## config.mk

```make
export PLATFORM = sky130hd
export DESIGN_NAME = register_file_2w
export DESIGN_NICKNAME = d
export VERILOG_FILES = /design/src/rtl/register_file_2w.sv
export SDC_FILE = /design/constraint.sdc
export NUM_CORES = 2
export LEC_CHECK = 0
export CORE_MARGIN = 5
export CORE_UTILIZATION = 23
export DETAILED_ROUTE_END_ITERATION = 10
export PLACE_DENSITY = 0.41
export SLEW_MARGIN = 10
export SYNTH_ARGS = -nofsm -noshare
export SYNTH_HDL_FRONTEND = slang
export SYNTH_SLANG_ARGS = --single-unit
```

## constraint.sdc

```tcl
create_clock -name clk -period 5.3 [get_ports clk]
set_clock_uncertainty 0.05 [all_clocks]
set_input_delay 0.53 -clock clk [delete_from_list [all_inputs] [get_ports clk]]
set_output_delay 0.53 -clock clk [all_outputs]
set_load 0.02 [all_outputs]
```

## src/rtl/register_file_2w.sv

```systemverilog
// ----------------------------------------------------------------------------
// register_file_2w
//
// Purpose:
//   General-purpose register file with two combinational read ports and two
//   synchronous write ports. Optional hardwired-zero register 0 and optional
//   same-cycle write-to-read forwarding.
//
// Parameters:
//   WIDTH    - data width of every register and data port
//   ADDR_W   - address width; the file holds DEPTH = 2**ADDR_W registers
//   ZERO_REG - 1: register 0 always reads 0 and ignores writes
//   BYPASS   - 1: a write presented this cycle is visible on a matching
//              read port before the clock edge
//
// Ports:
//   clk        in   sole clock, all state changes on the rising edge
//   reset      in   synchronous active-high reset, clears every register
//   RR1, RR2   in   read addresses
//   WR         in   write address, write port 1
//   RegWrite   in   write enable, write port 1
//   WD         in   write data, write port 1
//   WR2        in   write address, write port 2
//   RegWrite2  in   write enable, write port 2
//   WD2        in   write data, write port 2
//   RD1, RD2   out  combinational read data
//
// Write port 2 has priority over write port 1: on an address collision the
// register takes WD2, and forwarding likewise prefers WD2.
// ----------------------------------------------------------------------------
module register_file_2w #(
    parameter int WIDTH    = 32,
    parameter int ADDR_W   = 5,
    parameter int ZERO_REG = 1,
    parameter int BYPASS   = 1
) (
    input  logic              clk,
    input  logic              reset,
    input  logic [ADDR_W-1:0] RR1,
    input  logic [ADDR_W-1:0] RR2,
    input  logic [ADDR_W-1:0] WR,
    input  logic              RegWrite,
    input  logic [WIDTH-1:0]  WD,
    input  logic [ADDR_W-1:0] WR2,
    input  logic              RegWrite2,
    input  logic [WIDTH-1:0]  WD2,
    output logic [WIDTH-1:0]  RD1,
    output logic [WIDTH-1:0]  RD2
);

    localparam int DEPTH = 2 ** ADDR_W;

    logic [WIDTH-1:0] regs [DEPTH];

    // Effective write enables: a write aimed at a hardwired-zero register 0
    // is dropped here, so neither storage nor forwarding ever sees it.
    logic we1_eff;
    logic we2_eff;

    assign we1_eff = RegWrite  && !((ZERO_REG != 0) && (WR  == '0));
    assign we2_eff = RegWrite2 && !((ZERO_REG != 0) && (WR2 == '0));

    // Storage. Reset wins over both write ports; port 2 wins a collision.
    always_ff @(posedge clk) begin
        if (reset) begin
            for (int i = 0; i < DEPTH; i++) begin
                regs[i] <= '0;
            end
        end else begin
            for (int i = 0; i < DEPTH; i++) begin
                if (we2_eff && (WR2 == ADDR_W'(i))) begin
                    regs[i] <= WD2;
                end else if (we1_eff && (WR == ADDR_W'(i))) begin
                    regs[i] <= WD;
                end
            end
        end
    end

    // Read mux for one port. Forwarding is suppressed during reset so the
    // port shows stored contents; port 2 is checked last so it takes
    // precedence. A zero-register read overrides everything.
    function automatic logic [WIDTH-1:0] read_port(
        input logic [ADDR_W-1:0] addr,
        input logic [WIDTH-1:0]  stored,
        input logic              rst,
        input logic              w1,
        input logic [ADDR_W-1:0] a1,
        input logic [WIDTH-1:0]  d1,
        input logic              w2,
        input logic [ADDR_W-1:0] a2,
        input logic [WIDTH-1:0]  d2
    );
        logic [WIDTH-1:0] v;
        v = stored;
        if ((BYPASS != 0) && !rst) begin
            if (w1 && (a1 == addr)) begin
                v = d1;
            end
            if (w2 && (a2 == addr)) begin
                v = d2;
            end
        end
        if ((ZERO_REG != 0) && (addr == '0)) begin
            v = '0;
        end
        return v;
    endfunction

    assign RD1 = read_port(RR1, regs[RR1], reset, we1_eff, WR, WD, we2_eff, WR2, WD2);
    assign RD2 = read_port(RR2, regs[RR2], reset, we1_eff, WR, WD, we2_eff, WR2, WD2);

endmodule

```

==> summary.md <==
| Metric | Value |
|---|---|
| Die area | `roughly 290000 sq um` |
| RSZ-0062 raised after global routing | `no` |
| Initial antenna violation count | `17` |
| Max-Cap Viols | `0` |
| Top reg by flops | `regs` |
| CP endpoint kind | `primary output` |
| Synth Cell Area | `63500 sq um` |
| Dpl ws | `about 0.34 ns` |
| Initial core utilization | `0.232` |
| Clock-pin slew of the registers on the worst-case setup and hold paths | `0.07 ns` |
| ANT nets after route | `0` |
| Core area | `274000 sq um` |
| Fmax | `about 190 MHz` |
| WL final | `335000 um` |
| IO Pins | `152` |
| Die width | `535 um` |
| Port Buffer Count | `151` |
| Number of vias in the routed layout | `53335` |
| Hold Crit Class | `in -> reg` |
| Mapped Cells | `between 5000 and 6000` |
| H-tree depth | `3` |
| Critical Path Max Stage Delay | `between 1 and 1.5 ns` |
| Cell variety after synth | `74` |
| CP delay by family, top | `buffers and inverters` |
| Wire per inst | `35.6 um` |
| Cells on Worst Hold Path | `2` |
| Non-Filler Cell Area, Final | `73700 sq um` |
| Crit path buffers/inverters | `2` |
| Placed Area | `69800 sq um` |
| DRC violations left | `0` |
| Worst Hold Path EP | `regs[26][4]` |
| Post_cts resized | `0` |
| Clock period minus worst slack | `5.18 ns` |
| Hold_ws | `0.223 ns` |
| Synth warn | `0` |
| DR vias/cell | `5.67` |
| Top FF cell, synth | `edfxtp_1` |
| Final Hold Vio Count | `0` |
| Max FO, Critical Path | `17` |
| GRT Resource Usage Total | `0.224` |
| Clock root buffer master | `clkbuf_16` |
| Number of setup buffers added after CTS | `0` |
| Hold_buf cts | `0` |
| Mean Syn Cell Area | `about 11 sq um` |
| Final setup viols | `0` |
| Initial DRC Count | `8340` |
| EDFF count, synth | `slightly above 1000` |
| Worst Max-Slew Pin Slew | `1.21 ns` |
| Number of global-route vias before repair | `~50000` |
| Hold Startpoint | `reset` |
| Max stage delay cell, worst path | `clkdlybuf4s50_1` |
| CTS Sinks | `1024` |
| Final GP Congestion | `~0.94` |
| Largest net degree at the start of global routing | `170` |
| Syn-to-layout area delta | `16.1%` |
| Synth Register Bits | `1024` |
| TNS Setup | `0 ns` |
| Pwr/cell area | `307 nW/um^2` |
| First-pass GRT wire length | `450000 um` |
| CTS tree | `done` |
| Status | `complete, no violations` |
| Final HPWL DP | `212000 um` |
| Tcrit/Tclk final | `0.977` |
| Std-Cell Rows | `192` |
| Die height | `approximately 540 um` |
| Clk buf depth | `3` |
| Final #Nets | `5693` |
| Max VDD drop | `276 uV` |
| Leakage | `25.0 nW` |
| Worst relative slew slack | `0.192` |
| Seq/Total Area, Yosys | `0.485` |
| Max Slew Vio Count | `0` |
| Num CTS Buffers | `115` |
| Commonest non-fill, non-tap cells in the layout | `1233 x nand2_1, 1024 x edfxtp_1, 624 x a21oi_1` |
| Kind of critical path | `in -> out` |
| Max reg flops | `1024` |
| Share of flip-flops with an asynchronous set or reset | `0` |
| Worst path required time | `4.72 ns` |
| Crit path top cell by count | `clkdlybuf4s50_1` |
| GRT Residual Overflow | `0` |
| Startpoint types | `input port` |
| Top Registers | `regs: 1024 flops` |
| Leading cell type in the layout, fill and taps excluded | `nand2_1` |
| Final worst setup slack | `0.123 ns` |
| Worst Path Arrival | `4.60 ns` |
| Router iterations before antenna repair | `8` |
| Crit-path cells | `clkdlybuf4s50_1 -> and3b_2 -> a22oi_1 -> and3_1 -> o32ai_2 -> clkdlybuf4s50_1` |
| Layout cells sized above 1 | `0.208` |
[cell type report]
cell class,instances,area (sq um)
Clock buffer,134,2970
Clock inverter,82,896
Inverter,54,203
Sequential cell,1024,30700
Multi-Input combinational cell,3928,29800
Timing Repair Buffer,482,4440
Tap cell,3686,4610
Antenna cell,9,22.5
Fill cell,28081,200000
[Yosys cell counts (all sizes together), types with 35 or more instances]
cell / count / area share
o22ai: 42 / 0.0041
nor3: 67 / 0.0063
clkbuf: 443 / 0.026
and3: 35 / 0.0035
buf: 311 / 0.026
o21ai: 154 / 0.012
or3: 36 / 0.0036
nor2: 353 / 0.021
mux4: 448 / 0.16
o32ai: 62 / 0.012
a22oi: 86 / 0.010
nand2: 1242 / 0.073
mux2i: 197 / 0.031
a211oi: 96 / 0.011
edfxtp: 1024 / 0.48
a22o: 220 / 0.030
a21oi: 627 / 0.050
inv: 53 / 0.0031
[cells by family (layout without fill, tap and decap cells)]
family | Yosys count | after routing | share of synthesized area
muxes | 645 | 645 | 0.190
other | 1 | 41 | 0.0000591
DFF | 1024 | 1024 | 0.485
buffers and inverters | 808 | 752 | 0.0556
AOI/OAI and AO/OA | 1420 | 1420 | 0.149
xor gates and xnor gates | 20 | 20 | 0.00276
and+or+nand+nor | 1811 | 1811 | 0.118
[report_power, final]
group | total (mW) | switching, mW | internal, mW
registers | 9.91 | 0.338 | 9.57
logic | 4.10 | 2.63 | 1.47
clock network | 8.63 | 3.76 | 4.88
total | 22.6 | 6.73 | 15.9
[metal layers]
metal	GRT usage	vias to the layer above	share of wire
li1	-	21283	-
met1	0.295	27431	0.39
met2	0.349	3858	0.45
met3	0.0466	757	0.10
met4	0.116	6	0.061
met5	0	-	0.00011
[through the flow]
stage	util	instances	total power, mW
6_report	0.269	9399	22.6
4_1_cts	0.269	9390	22.6
3_5_place_dp	0.255	9174	14.0
2_1_floorplan	-	5760	12.1
3_3_place_gp	0.255	9174	14.0
5_1_grt	0.269	9398	23.1
[worst max path at each step]
stage                      start          to  slack (ns)  cells past startpoint
after floorplan            WR[3]  regs[1][0]        1.25                      4
after global placement    RR2[3]     RD2[13]        0.40                      6
after detailed placement  RR2[3]     RD2[13]        0.34                      6
after CTS                 RR2[3]     RD2[13]        0.34                      6
after global routing      RR2[3]     RD2[13]        0.22                      6
final                     RR2[3]     RD2[13]        0.12                      6
No activity file was read; power rests on OpenSTA's default activity.
